$ cat src/rtl/cl_ocl_arb.sv
// cl_ocl_arb: two-master AXI-Lite arbiter in front of the single OCL register
// slave. One transaction is in flight at a time. Grants rotate round-robin
// between the masters, and each master alternates write/read when it offers
// both at once. All channels are forwarded combinationally from the
// registered grant, so no data is buffered here.
module cl_ocl_arb #(
  parameter int ADDR_W = 32,
  parameter int DATA_W = 32
) (
  input  logic                  clk_main_a0,
  input  logic                  rst_main_sync,
  // master 0
  input  logic                  m0_awvalid,
  input  logic [ADDR_W-1:0]     m0_awaddr,
  output logic                  m0_awready,
  input  logic                  m0_wvalid,
  input  logic [DATA_W-1:0]     m0_wdata,
  input  logic [DATA_W/8-1:0]   m0_wstrb,
  output logic                  m0_wready,
  output logic                  m0_bvalid,
  output logic [1:0]            m0_bresp,
  input  logic                  m0_bready,
  input  logic                  m0_arvalid,
  input  logic [ADDR_W-1:0]     m0_araddr,
  output logic                  m0_arready,
  output logic                  m0_rvalid,
  output logic [DATA_W-1:0]     m0_rdata,
  output logic [1:0]            m0_rresp,
  input  logic                  m0_rready,
  // master 1
  input  logic                  m1_awvalid,
  input  logic [ADDR_W-1:0]     m1_awaddr,
  output logic                  m1_awready,
  input  logic                  m1_wvalid,
  input  logic [DATA_W-1:0]     m1_wdata,
  input  logic [DATA_W/8-1:0]   m1_wstrb,
  output logic                  m1_wready,
  output logic                  m1_bvalid,
  output logic [1:0]            m1_bresp,
  input  logic                  m1_bready,
  input  logic                  m1_arvalid,
  input  logic [ADDR_W-1:0]     m1_araddr,
  output logic                  m1_arready,
  output logic                  m1_rvalid,
  output logic [DATA_W-1:0]     m1_rdata,
  output logic [1:0]            m1_rresp,
  input  logic                  m1_rready,
  // shared slave
  output logic                  s_awvalid,
  output logic [ADDR_W-1:0]     s_awaddr,
  input  logic                  s_awready,
  output logic                  s_wvalid,
  output logic [DATA_W-1:0]     s_wdata,
  output logic [DATA_W/8-1:0]   s_wstrb,
  input  logic                  s_wready,
  input  logic                  s_bvalid,
  input  logic [1:0]            s_bresp,
  output logic                  s_bready,
  output logic                  s_arvalid,
  output logic [ADDR_W-1:0]     s_araddr,
  input  logic                  s_arready,
  input  logic                  s_rvalid,
  input  logic [DATA_W-1:0]     s_rdata,
  input  logic [1:0]            s_rresp,
  output logic                  s_rready,
  // status
  output logic                  gnt_busy,
  output logic                  gnt_master
);

  typedef enum logic [2:0] {
    ST_IDLE = 3'd0,
    ST_WA   = 3'd1,
    ST_WD   = 3'd2,
    ST_WB   = 3'd3,
    ST_RA   = 3'd4,
    ST_RR   = 3'd5
  } state_e;

  state_e      state_q, state_d;
  logic        gnt_master_q, gnt_master_d;
  logic        gnt_is_wr_q, gnt_is_wr_d;
  logic        gnt_both_q, gnt_both_d;   // granted master offered aw and ar together
  logic        rr_prio_q, rr_prio_d;
  logic [1:0]  wr_first_q, wr_first_d;

  // Granted-master view of the master-side inputs.
  logic                 g_wvalid_s, g_bready_s, g_rready_s;
  logic [ADDR_W-1:0]    g_awaddr_s, g_araddr_s;
  logic [DATA_W-1:0]    g_wdata_s;
  logic [DATA_W/8-1:0]  g_wstrb_s;

  assign g_wvalid_s = gnt_master_q ? m1_wvalid : m0_wvalid;
  assign g_bready_s = gnt_master_q ? m1_bready : m0_bready;
  assign g_rready_s = gnt_master_q ? m1_rready : m0_rready;
  assign g_awaddr_s = gnt_master_q ? m1_awaddr : m0_awaddr;
  assign g_araddr_s = gnt_master_q ? m1_araddr : m0_araddr;
  assign g_wdata_s  = gnt_master_q ? m1_wdata  : m0_wdata;
  assign g_wstrb_s  = gnt_master_q ? m1_wstrb  : m0_wstrb;

  // Arbitration decision evaluated in IDLE.
  logic req0_s, req1_s, sel_s, sel_aw_s, sel_ar_s, sel_both_s, sel_wr_s;

  assign req0_s     = m0_awvalid | m0_arvalid;
  assign req1_s     = m1_awvalid | m1_arvalid;
  assign sel_s      = (req0_s & req1_s) ? rr_prio_q : req1_s;
  assign sel_aw_s   = sel_s ? m1_awvalid : m0_awvalid;
  assign sel_ar_s   = sel_s ? m1_arvalid : m0_arvalid;
  assign sel_both_s = sel_aw_s & sel_ar_s;
  assign sel_wr_s   = sel_both_s ? wr_first_q[sel_s] : sel_aw_s;

  // State and grant registers with synchronous reset.
  always_ff @(posedge clk_main_a0) begin
    if (rst_main_sync) begin
      state_q      <= ST_IDLE;
      gnt_master_q <= 1'b0;
      gnt_is_wr_q  <= 1'b0;
      gnt_both_q   <= 1'b0;
      rr_prio_q    <= 1'b0;
      wr_first_q   <= 2'b11;
    end else begin
      state_q      <= state_d;
      gnt_master_q <= gnt_master_d;
      gnt_is_wr_q  <= gnt_is_wr_d;
      gnt_both_q   <= gnt_both_d;
      rr_prio_q    <= rr_prio_d;
      wr_first_q   <= wr_first_d;
    end
  end

  // Next-state logic: grant in IDLE, walk the channels, rotate priority on completion.
  logic done_s;
  always_comb begin
    state_d      = state_q;
    gnt_master_d = gnt_master_q;
    gnt_is_wr_d  = gnt_is_wr_q;
    gnt_both_d   = gnt_both_q;
    rr_prio_d    = rr_prio_q;
    wr_first_d   = wr_first_q;
    done_s       = 1'b0;
    case (state_q)
      ST_IDLE: begin
        if (req0_s | req1_s) begin
          gnt_master_d = sel_s;
          gnt_is_wr_d  = sel_wr_s;
          gnt_both_d   = sel_both_s;
          state_d      = sel_wr_s ? ST_WA : ST_RA;
        end else begin
          state_d = ST_IDLE;
        end
      end
      ST_WA: begin
        if (s_awready) state_d = ST_WD;
        else           state_d = ST_WA;
      end
      ST_WD: begin
        if (g_wvalid_s & s_wready) state_d = ST_WB;
        else                       state_d = ST_WD;
      end
      ST_WB: begin
        if (s_bvalid & g_bready_s) begin
          state_d = ST_IDLE;
          done_s  = 1'b1;
        end else begin
          state_d = ST_WB;
        end
      end
      ST_RA: begin
        if (s_arready) state_d = ST_RR;
        else           state_d = ST_RA;
      end
      ST_RR: begin
        if (s_rvalid & g_rready_s) begin
          state_d = ST_IDLE;
          done_s  = 1'b1;
        end else begin
          state_d = ST_RR;
        end
      end
      default: state_d = ST_IDLE;
    endcase

    // The write/read preference only flips when the master actually had a choice.
    if (done_s) begin
      rr_prio_d = ~gnt_master_q;
      if (gnt_both_q) begin
        if (gnt_master_q) wr_first_d = {~gnt_is_wr_q, wr_first_q[0]};
        else              wr_first_d = {wr_first_q[1], ~gnt_is_wr_q};
      end else begin
        wr_first_d = wr_first_q;
      end
    end else begin
      rr_prio_d = rr_prio_q;
    end
  end

  // Channel forwarding: drive the slave and route responses to the granted master only.
  logic            g_awready_s, g_wready_s, g_bvalid_s, g_arready_s, g_rvalid_s;
  logic [1:0]      g_bresp_s, g_rresp_s;
  logic [DATA_W-1:0] g_rdata_s;
  always_comb begin
    s_awvalid   = 1'b0;
    s_awaddr    = '0;
    s_wvalid    = 1'b0;
    s_wdata     = '0;
    s_wstrb     = '0;
    s_bready    = 1'b0;
    s_arvalid   = 1'b0;
    s_araddr    = '0;
    s_rready    = 1'b0;
    g_awready_s = 1'b0;
    g_wready_s  = 1'b0;
    g_bvalid_s  = 1'b0;
    g_bresp_s   = 2'b00;
    g_arready_s = 1'b0;
    g_rvalid_s  = 1'b0;
    g_rdata_s   = '0;
    g_rresp_s   = 2'b00;
    case (state_q)
      ST_WA: begin
        s_awvalid   = 1'b1;
        s_awaddr    = g_awaddr_s;
        g_awready_s = s_awready;
      end
      ST_WD: begin
        s_wvalid   = g_wvalid_s;
        s_wdata    = g_wdata_s;
        s_wstrb    = g_wstrb_s;
        g_wready_s = s_wready;
      end
      ST_WB: begin
        s_bready   = g_bready_s;
        g_bvalid_s = s_bvalid;
        g_bresp_s  = s_bresp;
      end
      ST_RA: begin
        s_arvalid   = 1'b1;
        s_araddr    = g_araddr_s;
        g_arready_s = s_arready;
      end
      ST_RR: begin
        s_rready   = g_rready_s;
        g_rvalid_s = s_rvalid;
        g_rdata_s  = s_rdata;
        g_rresp_s  = s_rresp;
      end
      default: begin
        s_awvalid = 1'b0;
      end
    endcase

    m0_awready = ~gnt_master_q & g_awready_s;
    m0_wready  = ~gnt_master_q & g_wready_s;
    m0_bvalid  = ~gnt_master_q & g_bvalid_s;
    m0_bresp   = gnt_master_q ? 2'b00 : g_bresp_s;
    m0_arready = ~gnt_master_q & g_arready_s;
    m0_rvalid  = ~gnt_master_q & g_rvalid_s;
    m0_rdata   = gnt_master_q ? '0 : g_rdata_s;
    m0_rresp   = gnt_master_q ? 2'b00 : g_rresp_s;
    m1_awready = gnt_master_q & g_awready_s;
    m1_wready  = gnt_master_q & g_wready_s;
    m1_bvalid  = gnt_master_q & g_bvalid_s;
    m1_bresp   = gnt_master_q ? g_bresp_s : 2'b00;
    m1_arready = gnt_master_q & g_arready_s;
    m1_rvalid  = gnt_master_q & g_rvalid_s;
    m1_rdata   = gnt_master_q ? g_rdata_s : '0;
    m1_rresp   = gnt_master_q ? g_rresp_s : 2'b00;
  end

  assign gnt_busy   = (state_q != ST_IDLE);
  assign gnt_master = gnt_master_q;

endmodule

$ cat config.mk
export PLATFORM = sky130hd
export DESIGN_NAME = cl_ocl_arb
export DESIGN_NICKNAME = d
export VERILOG_FILES = /design/src/rtl/cl_ocl_arb.sv
export SDC_FILE = /design/constraint.sdc
export NUM_CORES = 1
export LEC_CHECK = 0
export ABC_AREA = 0
export CAP_MARGIN = 10
export CORE_AREA = 2 2 173 175
export DETAILED_ROUTE_END_ITERATION = 8
export DIE_AREA = 0 0 175 177
export PLACE_DENSITY = 0.48
export SLEW_MARGIN = 40
export SYNTH_ARGS = -nofsm -noshare
export SYNTH_HDL_FRONTEND = slang
export SYNTH_SLANG_ARGS = --single-unit
export TNS_END_PERCENT = 1
$ cat constraint.sdc
create_clock -name clk_main_a0 -period 3.1 [get_ports clk_main_a0]
set_input_delay 0.93 -clock clk_main_a0 [delete_from_list [all_inputs] [get_ports clk_main_a0]]
set_output_delay 0.93 -clock clk_main_a0 [all_outputs]
set_load 0.01 [all_outputs]
==> results.py, run 1 <==
metrics = {
    "run_status": {
        "status": "complete, but fails checks",
        "violations": "setup timing",
    },
    "job": {
        "cap_violations": 0,
    },
    "cells_and_area": {
        "fin_util": 0.271,
        "finalInstanceArea_um2": 7920,
        "area_growth_pct": 197,
        "nFillCells": 3164,
        "seqCellArea_um2": 185,
        "nNetsFinal": 1094,
        "multi_input_area_um2": 2330,
        "antenna_cells": 0,
        "drive_gt1_frac": 0.0655,
    },
    "setup_path": {
        "endpoint": "m0_rresp[0]",
        "worstPathMaxFanout": 34,
        "arrival_ns": 2.17,
        "critPathKind": "reg -> out",
        "setup.worst_path.start": "state_q[2]",
        "cp-end-kind": "primary output",
        "r2r-end": "state_q[0]",
        "reg2reg_slack_ns": 1.14,
        "regToRegStartpoint": "state_q[0]",
        "required_ns": 2.17,
        "r2r_cells": 7,
        "critPathLaunchType": "register",
    },
    "sta": {
        "period_needed_ns": 3.10,
        "slew_headroom": 0.676,
        "timing.final.crit_share": 1.00,
        "layout_setup_ws_ns": -0.00447,
        "hold_viol_final": 0,
        "fmaxAchievable_mhz": 322,
        "rsz0062_at_grt": "yes",
        "slew_violations": 0,
        "tightest_slew_ns": 0.485,
        "setup_viol": 2,
        "finalSetupTns_ns": -0.00815,
        "clock_skew_ns": 0.00145,
    },
    "synthesis": {
        "synth_top_flop_cell": "dfxtp_1",
        "netlist_area_um2": 2670,
        "yosysWarningCount": 0,
        "synthMuxAreaShare": 0.391,
        "yosysTopAreaCellShare": 0.387,
        "syn-num-nets": 647,
        "synth_compound_area_frac": 0.0756,
        "synth_top_family_by_area": "simple AND/OR/NAND/NOR gates",
        "yosys_register_bits": 9,
        "yosys.cell_types.count": 38,
        "syn_area_per_cell_um2": 6.77,
        "yosys-top-cells-area": "mux2i_1, nor2_1, and2_1",
        "synth_simple_gate_area_share": 0.401,
        "yosysSeqAreaShare": 0.0676,
        "synth_fa_ha_area_frac": 0,
        "synth-async-reset-ratio": 0,
        "post-synth-top-area-cell": "mux2i_1",
        "synth_cells": 394,
        "synth-xor-area-share": 0,
        "synth-edff-count": 0,
    },
    "route": {
        "num_vias": 4473,
        "vias_per_cell": 3.64,
        "antenna_left": 0,
        "drc_errors": 0,
        "first_iter_violations": 86,
        "routed_wl_mm": 18.1,
        "routedWlPerCell_um": 14.7,
        "dr.pass1.iters": 4,
    },
    "global_routing": {
        "grt_pass1_vias": 4372,
        "grt_pass1_wl_mm": 25.8,
        "antenna_found_initial": 1,
        "grt_max_degree": 42,
        "grt-ovfl-total": 0,
        "track_usage": 0.108,
    },
    "floorplanning": {
        "io_pins": 442,
        "dieArea_um2": 31000,
        "fp.dieW_um": 175,
        "core-area_um2": 29200,
        "initial_core_util": 0.0912,
        "rows": 63,
        "die_h_um": 177,
    },
    "clock_tree": {
        "worstSkewPairLatency_ns": 0.24,
        "root_buffer": "clkbuf_16",
        "cts_sinks": 9,
        "clk_pin_slew_worst_paths_ns": 0.04,
        "cts_tree": "yes",
        "cts_buffers": 3,
        "htreeDepth": 1,
        "clockBufferDepth": 2,
    },
    "placed_design": {
        "gp_congestion": 0.767,
        "dp_hpwl_mm": 15.6,
        "io_buffers": 441,
        "placed_area_um2": 7780,
    },
    "power_and_ir_drop": {
        "cellLeakagePower_nw": 3.33,
        "p_per_area_nw_per_um2": 224,
        "peakVddDrop_v": 0.000160,
    },
    "worst_hold_path": {
        "hold_class": "reg -> reg",
    },
}
layout by cell type, fill, tap and decap left out, types with 2 or more instances in the layout:
master / netlist / routed
dlymetal6s2s_1: 0 / 26
clkbuf_16: 0 / 3
o21ai_0: 2 / 2
mux2i_1: 103 / 102
nand2b_1: 2 / 2
and3_1: 5 / 5
dfxtp_1: 9 / 7
or3b_4: 0 / 2
buf_4: 0 / 28
clkdlybuf4s50_1: 0 / 385
a21o_1: 2 / 2
inv_1: 6 / 6
nor2b_1: 2 / 2
nor2_2: 0 / 2
and2_1: 68 / 68
nand4b_1: 2 / 2
buf_12: 0 / 8
a211oi_1: 2 / 2
dlygate4sd2_1: 0 / 29
or3_4: 2 / 2
o21bai_1: 2 / 2
nand3b_1: 2 / 2
a21boi_0: 2 / 2
a21oi_1: 4 / 4
nand2_1: 2 / 2
nand3_1: 3 / 3
nor2_1: 114 / 112
nor3_1: 9 / 9
Yosys cell counts, types with 2 or more instances:
| cell type | instances |
|---|---|
| nor2_1 | 114 |
| mux2i_1 | 103 |
| and2_1 | 68 |
| buf_2 | 16 |
| clkbuf_1 | 16 |
| dfxtp_1 | 9 |
| nor3_1 | 9 |
| inv_1 | 6 |
| and3_1 | 5 |
| a21oi_1 | 4 |
| buf_1 | 3 |
| nand3_1 | 3 |
| a211oi_1 | 2 |
| a21boi_0 | 2 |
| a21o_1 | 2 |
| nand2_1 | 2 |
| nand2b_1 | 2 |
| nand3b_1 | 2 |
| nand4b_1 | 2 |
| nor2b_1 | 2 |
| o21ai_0 | 2 |
| o21bai_1 | 2 |
| or3_4 | 2 |
| or3b_2 | 2 |
registers in the layout (all words and copies together) (netlist names):
signal and flops:
gnt_master 1, wr_first_q 2, gnt_both_q 1, rr_prio_q 1, gnt_is_wr_q 1, state_q 3
kinds of logic after synthesis:
kind of cell    Yosys count
compound gates           25
buf+inv                  41
flops                     9
mux                     104
simple gates            215
per-layer routing:
layer  wire, um  share of wire  up-vias  track usage
met5         12        0.00066        -            0
met4        240          0.013        2       0.0226
met3       1420          0.078       18       0.0208
met2       9180           0.51      249        0.201
met1       7280           0.40     1979        0.126
li1           -              -     2225            -
where the power goes:
| part | leakage (nW) | total (mW) | switching [mW] | internal [mW] |
|---|---|---|---|---|
| logic | 3.22 | 1.39 | 0.568 | 0.823 |
| clock network | 0.0382 | 0.232 | 0.0594 | 0.172 |
| registers | 0.0748 | 0.151 | 0.0204 | 0.131 |
worst min path at each step:
stage	start	endpoint	depth (start not counted)
floorplan	gnt_is_wr_q	gnt_is_wr_q	2
global placement	gnt_is_wr_q	gnt_is_wr_q	2
detailed placement	gnt_is_wr_q	gnt_is_wr_q	2
CTS	gnt_is_wr_q	gnt_is_wr_q	2
global route	gnt_is_wr_q	gnt_is_wr_q	2
finish	gnt_is_wr_q	gnt_is_wr_q	2
per-stage QoR:
step | setup WS (ns) | hold slack (ns) | cells | power (mW)
after floorplan | 0.731 | 0.444 | 394 | 0.684
after global placement | -0.267 | 0.454 | 1224 | 1.59
after detailed placement | -0.252 | 0.464 | 1224 | 1.58
after CTS | -0.250 | 0.469 | 1228 | 1.81
after global routing | -0.176 | 0.483 | 1230 | 1.89
final | -0.00447 | 0.465 | 1230 | 1.77
timing repair:
action / 4_1_cts / 5_1_grt
hold buffers: 0 / 0
gates resized for setup: 37 / 28
pin swaps: 2 / 1
endpoints found under the setup margin: 161 / 117
setup buffers: 0 / 2
hold endpoints to repair: 0 / 0
gates cloned: 0 / 0
cell type report:
class	instances	share of cell area
repair buffers	477	0.607
multi-input cells	344	0.295
well taps	390	0.0616
flip-flops and latches	9	0.0234
clock buffers	4	0.00996
inverters	6	0.00284
critical path: stages (launching register included):
cell and delay (ns):
dfxtp_1 0.43, buf_4 0.19, nand3b_1 0.18, nor2_1 0.22, buf_12 0.20, and2_1 0.14, clkdlybuf4s50_1 0.57
(Power assumes the default switching activity.)
==> run 2: changes to the inputs <==
--- a/config.mk
+++ b/config.mk
@@ -10,6 +10,7 @@
 export CORE_AREA = 2 2 173 175
 export DETAILED_ROUTE_END_ITERATION = 8
 export DIE_AREA = 0 0 175 177
+export GPL_ROUTABILITY_DRIVEN = 0
 export PLACE_DENSITY = 0.48
 export SLEW_MARGIN = 40
 export SYNTH_ARGS = -nofsm -noshare
==> results of run 2 <==
Final layout, timing and power as in run 1 (identical DEF).
